--- config.mk ---
export PLATFORM = sky130hd
export DESIGN_NAME = reg_file_mp
export DESIGN_NICKNAME = d
export VERILOG_FILES = /design/src/rtl/reg_file_mp.sv
export SDC_FILE = /design/constraint.sdc
export NUM_CORES = 2
export LEC_CHECK = 0
export BUFFER_PORTS_ARGS = -buffer_cell sky130_fd_sc_hd__buf_2
export CAP_MARGIN = 15
export CORE_UTILIZATION = 45
export CTS_CLUSTER_SIZE = 20
export DETAILED_ROUTE_END_ITERATION = 6
export PLACE_DENSITY_LB_ADDON = 0.08
export SETUP_SLACK_MARGIN = 0.5
export SYNTH_ARGS = -nofsm -noshare
export SYNTH_HDL_FRONTEND = slang
export SYNTH_SLANG_ARGS = --single-unit
--- constraint.sdc ---
create_clock -name clk -period 8.9 [get_ports clk]
set_clock_uncertainty 0.15 [all_clocks]
set_input_delay 0.445 -clock clk [delete_from_list [all_inputs] [get_ports clk]]
set_output_delay 0.445 -clock clk [all_outputs]
set_load 0.02 [all_outputs]
--- src/rtl/reg_file_mp.sv ---
// Multi-port CPU register file: two write ports (B has priority), NUM_RD combinational
// read ports with optional write bypass, optional hardwired zero register and busy scoreboard.
module reg_file_mp #(
  parameter int DATA_W   = 32,
  parameter int ADDR_W   = 5,
  parameter int NUM_RD   = 2,
  parameter int ZERO_REG = 1,
  parameter int BYPASS   = 1
) (
  input  logic                     clk,
  input  logic                     rst_n,
  input  logic                     wa_en,
  input  logic [ADDR_W-1:0]        wa_addr,
  input  logic [DATA_W-1:0]        wa_data,
  input  logic                     wb_en,
  input  logic [ADDR_W-1:0]        wb_addr,
  input  logic [DATA_W-1:0]        wb_data,
  input  logic                     bsy_set_en,
  input  logic [ADDR_W-1:0]        bsy_set_addr,
  input  logic [NUM_RD*ADDR_W-1:0] rd_addr,
  output logic [NUM_RD*DATA_W-1:0] rd_data,
  output logic [NUM_RD-1:0]        rd_busy
);

  localparam int NUM_REG = 2 ** ADDR_W;
  localparam bit HAS_ZERO = (ZERO_REG != 0);
  localparam bit HAS_BYP  = (BYPASS != 0);

  logic [DATA_W-1:0]  regs_reg [NUM_REG];
  logic [NUM_REG-1:0] busy_reg;

  logic wa_ok, wb_ok, set_ok;
  assign wa_ok  = wa_en && !(HAS_ZERO && (wa_addr == '0));
  assign wb_ok  = wb_en && !(HAS_ZERO && (wb_addr == '0));
  assign set_ok = bsy_set_en && !(HAS_ZERO && (bsy_set_addr == '0));

  // Statement order encodes priority: B overwrites A, and a set overrides any clear.
  always_ff @(posedge clk) begin
    if (!rst_n) begin
      for (int i = 0; i < NUM_REG; i++) begin
        regs_reg[i] <= '0;
      end
      busy_reg <= '0;
    end else begin
      if (wa_ok) begin
        regs_reg[wa_addr] <= wa_data;
        busy_reg[wa_addr] <= 1'b0;
      end
      if (wb_ok) begin
        regs_reg[wb_addr] <= wb_data;
        busy_reg[wb_addr] <= 1'b0;
      end
      if (set_ok) begin
        busy_reg[bsy_set_addr] <= 1'b1;
      end
    end
  end

  genvar gi;
  generate
    for (gi = 0; gi < NUM_RD; gi++) begin : g_rd
      logic [ADDR_W-1:0] addr;
      logic              hit_a, hit_b, hit_set, is_zero;
      logic [DATA_W-1:0] data_next;
      logic              busy_next;

      assign addr    = rd_addr[gi*ADDR_W +: ADDR_W];
      assign hit_a   = HAS_BYP && wa_en && (wa_addr == addr);
      assign hit_b   = HAS_BYP && wb_en && (wb_addr == addr);
      assign hit_set = bsy_set_en && (bsy_set_addr == addr);
      assign is_zero = HAS_ZERO && (addr == '0);

      always_comb begin
        data_next = regs_reg[addr];
        busy_next = busy_reg[addr];
        if (hit_a) begin
          data_next = wa_data;
        end
        if (hit_b) begin
          data_next = wb_data;
        end
        // A write landing this cycle retires the producer unless a newer one claims it.
        if ((hit_a || hit_b) && !hit_set) begin
          busy_next = 1'b0;
        end
        if (is_zero || !rst_n) begin
          data_next = '0;
          busy_next = 1'b0;
        end
      end

      assign rd_data[gi*DATA_W +: DATA_W] = data_next;
      assign rd_busy[gi]                  = busy_next;
    end
  endgenerate

endmodule

# After elaboration in Yosys (flattened, before gate mapping)

Memory sizes are Yosys's and may differ from the RTL's.
Index checks and enable logic that the tools add are counted.

Bits in registers: 32
Memory bits (writable): 1,024
Input bits: 94
Output and inout port bits: 66
Memories kept: 1

Memory list:

| name     | depth | width | read ports | clocked after Yosys merged registers in | write ports | RTL line | text |
|---|---|---|---|---|---|---|---|
| regs_reg | 32    | 32    | 2          | 0                                       | 32          | 29       | `logic [DATA_W-1:0] regs_reg [NUM_REG];` |

Magnitude comparators: 8
Equality and inequality tests: 6
Multiplexer cells: 38
Bitwise operators: 5
Reduce and logical (&&, ||, !) cells: 31

Operator list:

| cell                 | count |
|---|---|
| $mux W32             | 13 |
| $and A32 B32 Y32     | 2 |
| $not A32 Y32         | 2 |
| $reduce_or A32 Y1    | 2 |
| $or A32 B32 Y32      | 1 |
| $eq A5 B5 Y1         | 6 |
| $lt A5 B6 Y1 const B | 5 |
| $logic_not A5 Y1     | 5 |
| $mux W1              | 18 |
| $demux W1 S5         | 3 |
| $ge A5 B1 Y1 const B | 3 |
| $logic_and A1 B1 Y1  | 14 |
| $bmux W1 S5          | 2 |
| $mux W5              | 2 |
| $logic_not A1 Y1     | 6 |
| $logic_or A1 B1 Y1   | 4 |

# Longest topological paths before layout

Word-level depth: 13
Mapped depth: 11
Gate-level depth less buffers: 5

# Least setup slack after synthesis

OpenSTA, ideal clock, no wires.

Path type: input to register
From: in wb_addr[3]
To: mem regs_reg[18][0] (enable)
Data arrival time: 3,615 ps
Data required time: 8,282 ps
Slack: 4,667 ps
Stages on the path: 4
Path buffers: 2
Cells stage by stage: buf_2 or3b_2 clkbuf_1 o21ai_0

RTL lines:

| element         | RTL line | text |
|---|---|---|
| start, declared | 16       | `input logic [ADDR_W-1:0] wb_addr,` |
| end, declared   | 29       |  |

# Final worst setup path

From: in rd_addr[1]
To: out rd_data[2]

Word-level cells in the longest chain between the ends: 5
Elaborated cells between the ends (all ways): 10

RTL lines:

| element                                                 | RTL line | text |
|---|---|---|
| start, declared                                         | 20       | `input logic [NUM_RD*ADDR_W-1:0] rd_addr,` |
| branches (longest 4 deep; another with $mem_v2 Z32 W32) | -        |  |
| $mux W32 *                                              | 86       | `if (is_zero \|\| !rst_n) begin` |
| end, declared                                           | 21       | `output logic [NUM_RD*DATA_W-1:0] rd_data,` |

Mark *: on every way between the ends.

==> results summary <==
The path with the worst hold slack has its endpoint at busy_reg[29]$_SDFF_PN0_. The initial cell density of the core is 0.455. By instance count, the leading cell after synthesis is sky130_fd_sc_hd__a22o_1. Of the post-synthesis cell area, the dominant cell type holds 0.497. On the critical path, the stage with the largest delay is an instance of sky130_fd_sc_hd__buf_4. The filler cell count in the final layout came out at around 11000. The per-cell routed wire length came out at 46.1 µm. For this run, the register share of the synthesized area comes to 0.507.

In the final design database the tool counted between 4000 and 5000 nets. The first routing iteration left approximately 8000 violations. The number of gates resized after CTS is 0. The run finished with clean final reports. The gate count after technology mapping came out at ~4300.

The core region area is roughly 140000 µm². The H-tree generated during clock tree synthesis spans 3 levels. The detailed-route via count came out at between 40000 and 50000. The clock network power share is 0.382. The transition time of the tightest slew-check pin is approximately 1.3 ns. The clock latency reported for the late side of the worst-skew pair came out at about 0.74 ns.

After synthesis, the cell types taking the most area are sky130_fd_sc_hd__edfxtp_1, sky130_fd_sc_hd__mux4_2, sky130_fd_sc_hd__a22o_1. Data on the critical path is required at its endpoint by 8.31 ns. The horizontal die dimension is 373 µm. The logic gate share of total power came out at 0.151. The vertical extent of the die came out at 373 µm. The worst register-to-register path has a depth of 3. Once detail routing completed, the nets flagged for antenna violations numbered 0. Before antenna repair, the detailed router went through 6 iterations. The startpoint identified for the worst register-to-register timing path is busy_reg[4]$_SDFF_PN0_. The global placer's final weighted congestion came out at between 0.9 and 1. The signal on the critical path passes through buf_8 > buf_12 > buf_4 > mux4_2 > o22ai_1 > a21oi_1 > o211ai_1 > a31oi_1 > buf_2. The commonest register cell after synthesis is sky130_fd_sc_hd__edfxtp_1.

The total CTS buffers came out at between 100 and 150. The half-perimeter wire length after detailed placement came out at ~150000 µm. For this run, design rule violations remaining after detail routing come to 0. In this run the clock root is driven by a sky130_fd_sc_hd__clkbuf_16.

The CTS tree is built. The timing-limited maximum frequency is roughly 190 MHz. The average instance area after synthesis is 14.3 µm². After clock tree synthesis, the clock-pin slew on the worst setup and hold paths is 0.06 ns. The wire length reported by the detailed router is 277000 µm. The area occupied by registers came out at approximately 31000 µm². The share of synthesized flip-flops with an asynchronous set or reset came out at 0. The worst setup path is launched from an input port. The average vias per placed instance came out at between 7 and 8. 160 I/O pins were placed. The largest voltage drop on the vdd net came out at 145 µV. The register with the most flip-flops in the layout has between 1000 and 1500 of them.

The multi-input combinational cells in the finished layout cover a total of around 28000 µm². The critical path is of the in2out type. The relative slew slack is 0.141.

The sum of buffers and inverters on the critical path is 4. The total instance count after detailed placement came out at between 5000 and 6000. The setup check on the worst reg-to-reg path leaves a slack of about 7.5 ns. The number of global-route vias before repair is 44600.

In this design, the largest share of critical-path delay is due to buffers and inverters. The final critical-path required period is 5.22 ns. The worst hold path belongs to the class in2reg. The total count of max-transition violations in the final report is 0. Setup repair after global routing left no endpoint under its margin.

The count of port buffers added during placement came out at around 160. The final standard cell count with taps included and fillers excluded came out at about 6000. Of the total power, the share spent switching nets is 0.279. Compared with the post-synthesis result, the final layout area differs by 9.64%. CTS saw between 1000 and 1500 sinks.

The internal portion of the total power is between 0.009 and 0.01 W. The number of antenna violations at the first check in global routing is 19. The startpoint of the tightest hold check path is bsy_set_en. The endpoint arrival time on the critical path came out at between 4 and 5 ns. The net switching power is between 0.003 and 0.004 W.

The number of setup buffers added after CTS is 0. After clock tree synthesis, the flow added hold-fix buffers numbering 4. The final hold violation count is 0. The area of the die came out at roughly 140000 µm². The count of yosys warnings during synthesis is 0.

The largest net degree at the start of global routing is 119. The overall fraction of global-route tracks in use is 0.390. The largest driver fanout on the critical path is 118. The type of element capturing the critical path is a primary output. After synthesis, the most frequently instantiated cells are sky130_fd_sc_hd__a22o_1, sky130_fd_sc_hd__edfxtp_1, sky130_fd_sc_hd__mux4_2, sky130_fd_sc_hd__clkbuf_1, sky130_fd_sc_hd__mux2i_1.

The setup total negative slack is 0 ns. In this run the critical register-to-register path is captured at busy_reg[4]$_SDFF_PN0_. In the finished design, the share of the clock period the worst path needs comes to 0.587. The leakage power is roughly 23 nW. For this design the ratio of total power to cell area is 187 nW/µm². The unique cell type count in the Yosys netlist came out at 61. The most area-hungry cell type in the Yosys netlist is sky130_fd_sc_hd__edfxtp_1. The synthesized design contains a little over 1000 enable-type register cells. The total standard cell area after synthesis is 61900 µm². The proportion of power drawn by flip-flops and latches came out at 0.467. The number of register bits inferred by synthesis came out at about 1100.

The total overflow left after global routing is 0. On the final layout, the worst hold slack is between 0.04 and 0.05 ns. The cell depth of the worst hold path came out at 3. The floorplan row count came out at 135. Setup violations remaining at the end of the flow were counted as 0. The max-cap violation count is 0. The share of final-layout standard cells stronger than drive strength 1 came out at 0.271. The largest incremental delay on the critical path came out at between 0.7 and 0.8 ns. The first-pass GRT wire length is roughly 370000 µm. The deepest clock path buffer count is 3.
==> layer usage <==
metal / wire, µm / GRT usage / vias up
li1: - / - / 17700
met1: 104000 / 0.534 / 24600
met2: 119000 / 0.566 / 4079
met3: 37900 / 0.114 / 813
met4: 15300 / 0.190 / 16
met5: 218 / 0.00699 / -
==> layout make-up <==
| type | count | share of cell area |
|---|---|---|
| Inverter | 43 | 0.00238 |
| Sequential cell | 1056 | 0.463 |
| Multi-Input combinational cell | 2565 | 0.414 |
| Timing Repair Buffer | 331 | 0.0328 |
| Antenna cell | 8 | 0.000295 |
| Clock buffer | 166 | 0.0483 |
| Tap cell | 1781 | 0.0329 |
| Clock inverter | 54 | 0.00622 |
==> kinds of logic (layout without fill, tap and decap cells) <==
logic type,Yosys count,count (layout),share of synthesized area
flops,1056,1056,0.507
other cells,1,40,0.0000606
buf+inv,738,594,0.0505
xor+xnor,30,30,0.00425
mux,717,717,0.219
simple gates,410,410,0.0324
compound gates,1376,1376,0.186
==> metrics by stage <==
| stage | power, W | worst slack (ns) | utilization | area [µm²] |
|---|---|---|---|---|
| global route | 0.0129 | 3.79 | 0.499 | 67800 |
| floorplan | 0.00713 | 4.67 | - | 62000 |
| CTS | 0.0126 | 3.98 | 0.499 | 67800 |
| detailed placement | 0.00786 | 3.98 | 0.471 | 64100 |
| global placement | 0.00784 | 3.96 | 0.471 | 64100 |
| finish | 0.0127 | 3.68 | 0.499 | 67800 |
==> worst min-delay path: stages <==
cell	delay [ns]
sky130_fd_sc_hd__buf_2	0.15
sky130_fd_sc_hd__nand4_1	0.20
sky130_fd_sc_hd__o22ai_1	0.09
==> cell usage in the layout, fill, tap and decap left out, types with 28 or more instances in the layout <==
cell,instances
sky130_fd_sc_hd__nor2_1,50
sky130_fd_sc_hd__buf_4,163
sky130_fd_sc_hd__mux4_2,508
sky130_fd_sc_hd__nand2_1,103
sky130_fd_sc_hd__mux2_2,28
sky130_fd_sc_hd__buf_2,151
sky130_fd_sc_hd__a221o_1,45
sky130_fd_sc_hd__mux2i_1,181
sky130_fd_sc_hd__nand3_1,38
sky130_fd_sc_hd__o21ai_0,40
sky130_fd_sc_hd__clkbuf_16,122
sky130_fd_sc_hd__edfxtp_1,1024
sky130_fd_sc_hd__dfxtp_1,32
sky130_fd_sc_hd__nor2_4,43
sky130_fd_sc_hd__o22ai_1,42
sky130_fd_sc_hd__conb_1,32
sky130_fd_sc_hd__nor4_1,35
sky130_fd_sc_hd__clkbuf_1,38
sky130_fd_sc_hd__a22o_1,1048
sky130_fd_sc_hd__o211ai_1,30
sky130_fd_sc_hd__a21oi_1,50
sky130_fd_sc_hd__inv_1,41
==> worst max-delay path by stage <==
stage | from | to | slack [ns] | cells after the start
after floorplan | wb_addr[3] | regs_reg[18][0]$_DFFE_PP_ | 4.67 | 4
after global placement | rd_addr[1] | rd_data[5] | 3.96 | 9
after global routing | rd_addr[2] | rd_data[5] | 3.79 | 8
final | rd_addr[1] | rd_data[2] | 3.68 | 9
after CTS | rd_addr[1] | rd_data[5] | 3.98 | 9
after detailed placement | rd_addr[1] | rd_data[5] | 3.98 | 9
==> power groups by stage <==
stage	registers [W]	clock network [W]	logic, W
finish	0.00592	0.00484	0.00192
global route	0.00595	0.00502	0.00194
floorplan	0.00595	0	0.00117
CTS	0.00591	0.00484	0.00185
global placement	0.00600	0	0.00184
detailed placement	0.00602	0	0.00184
Note: power is estimated with default switching activity, not from simulation.
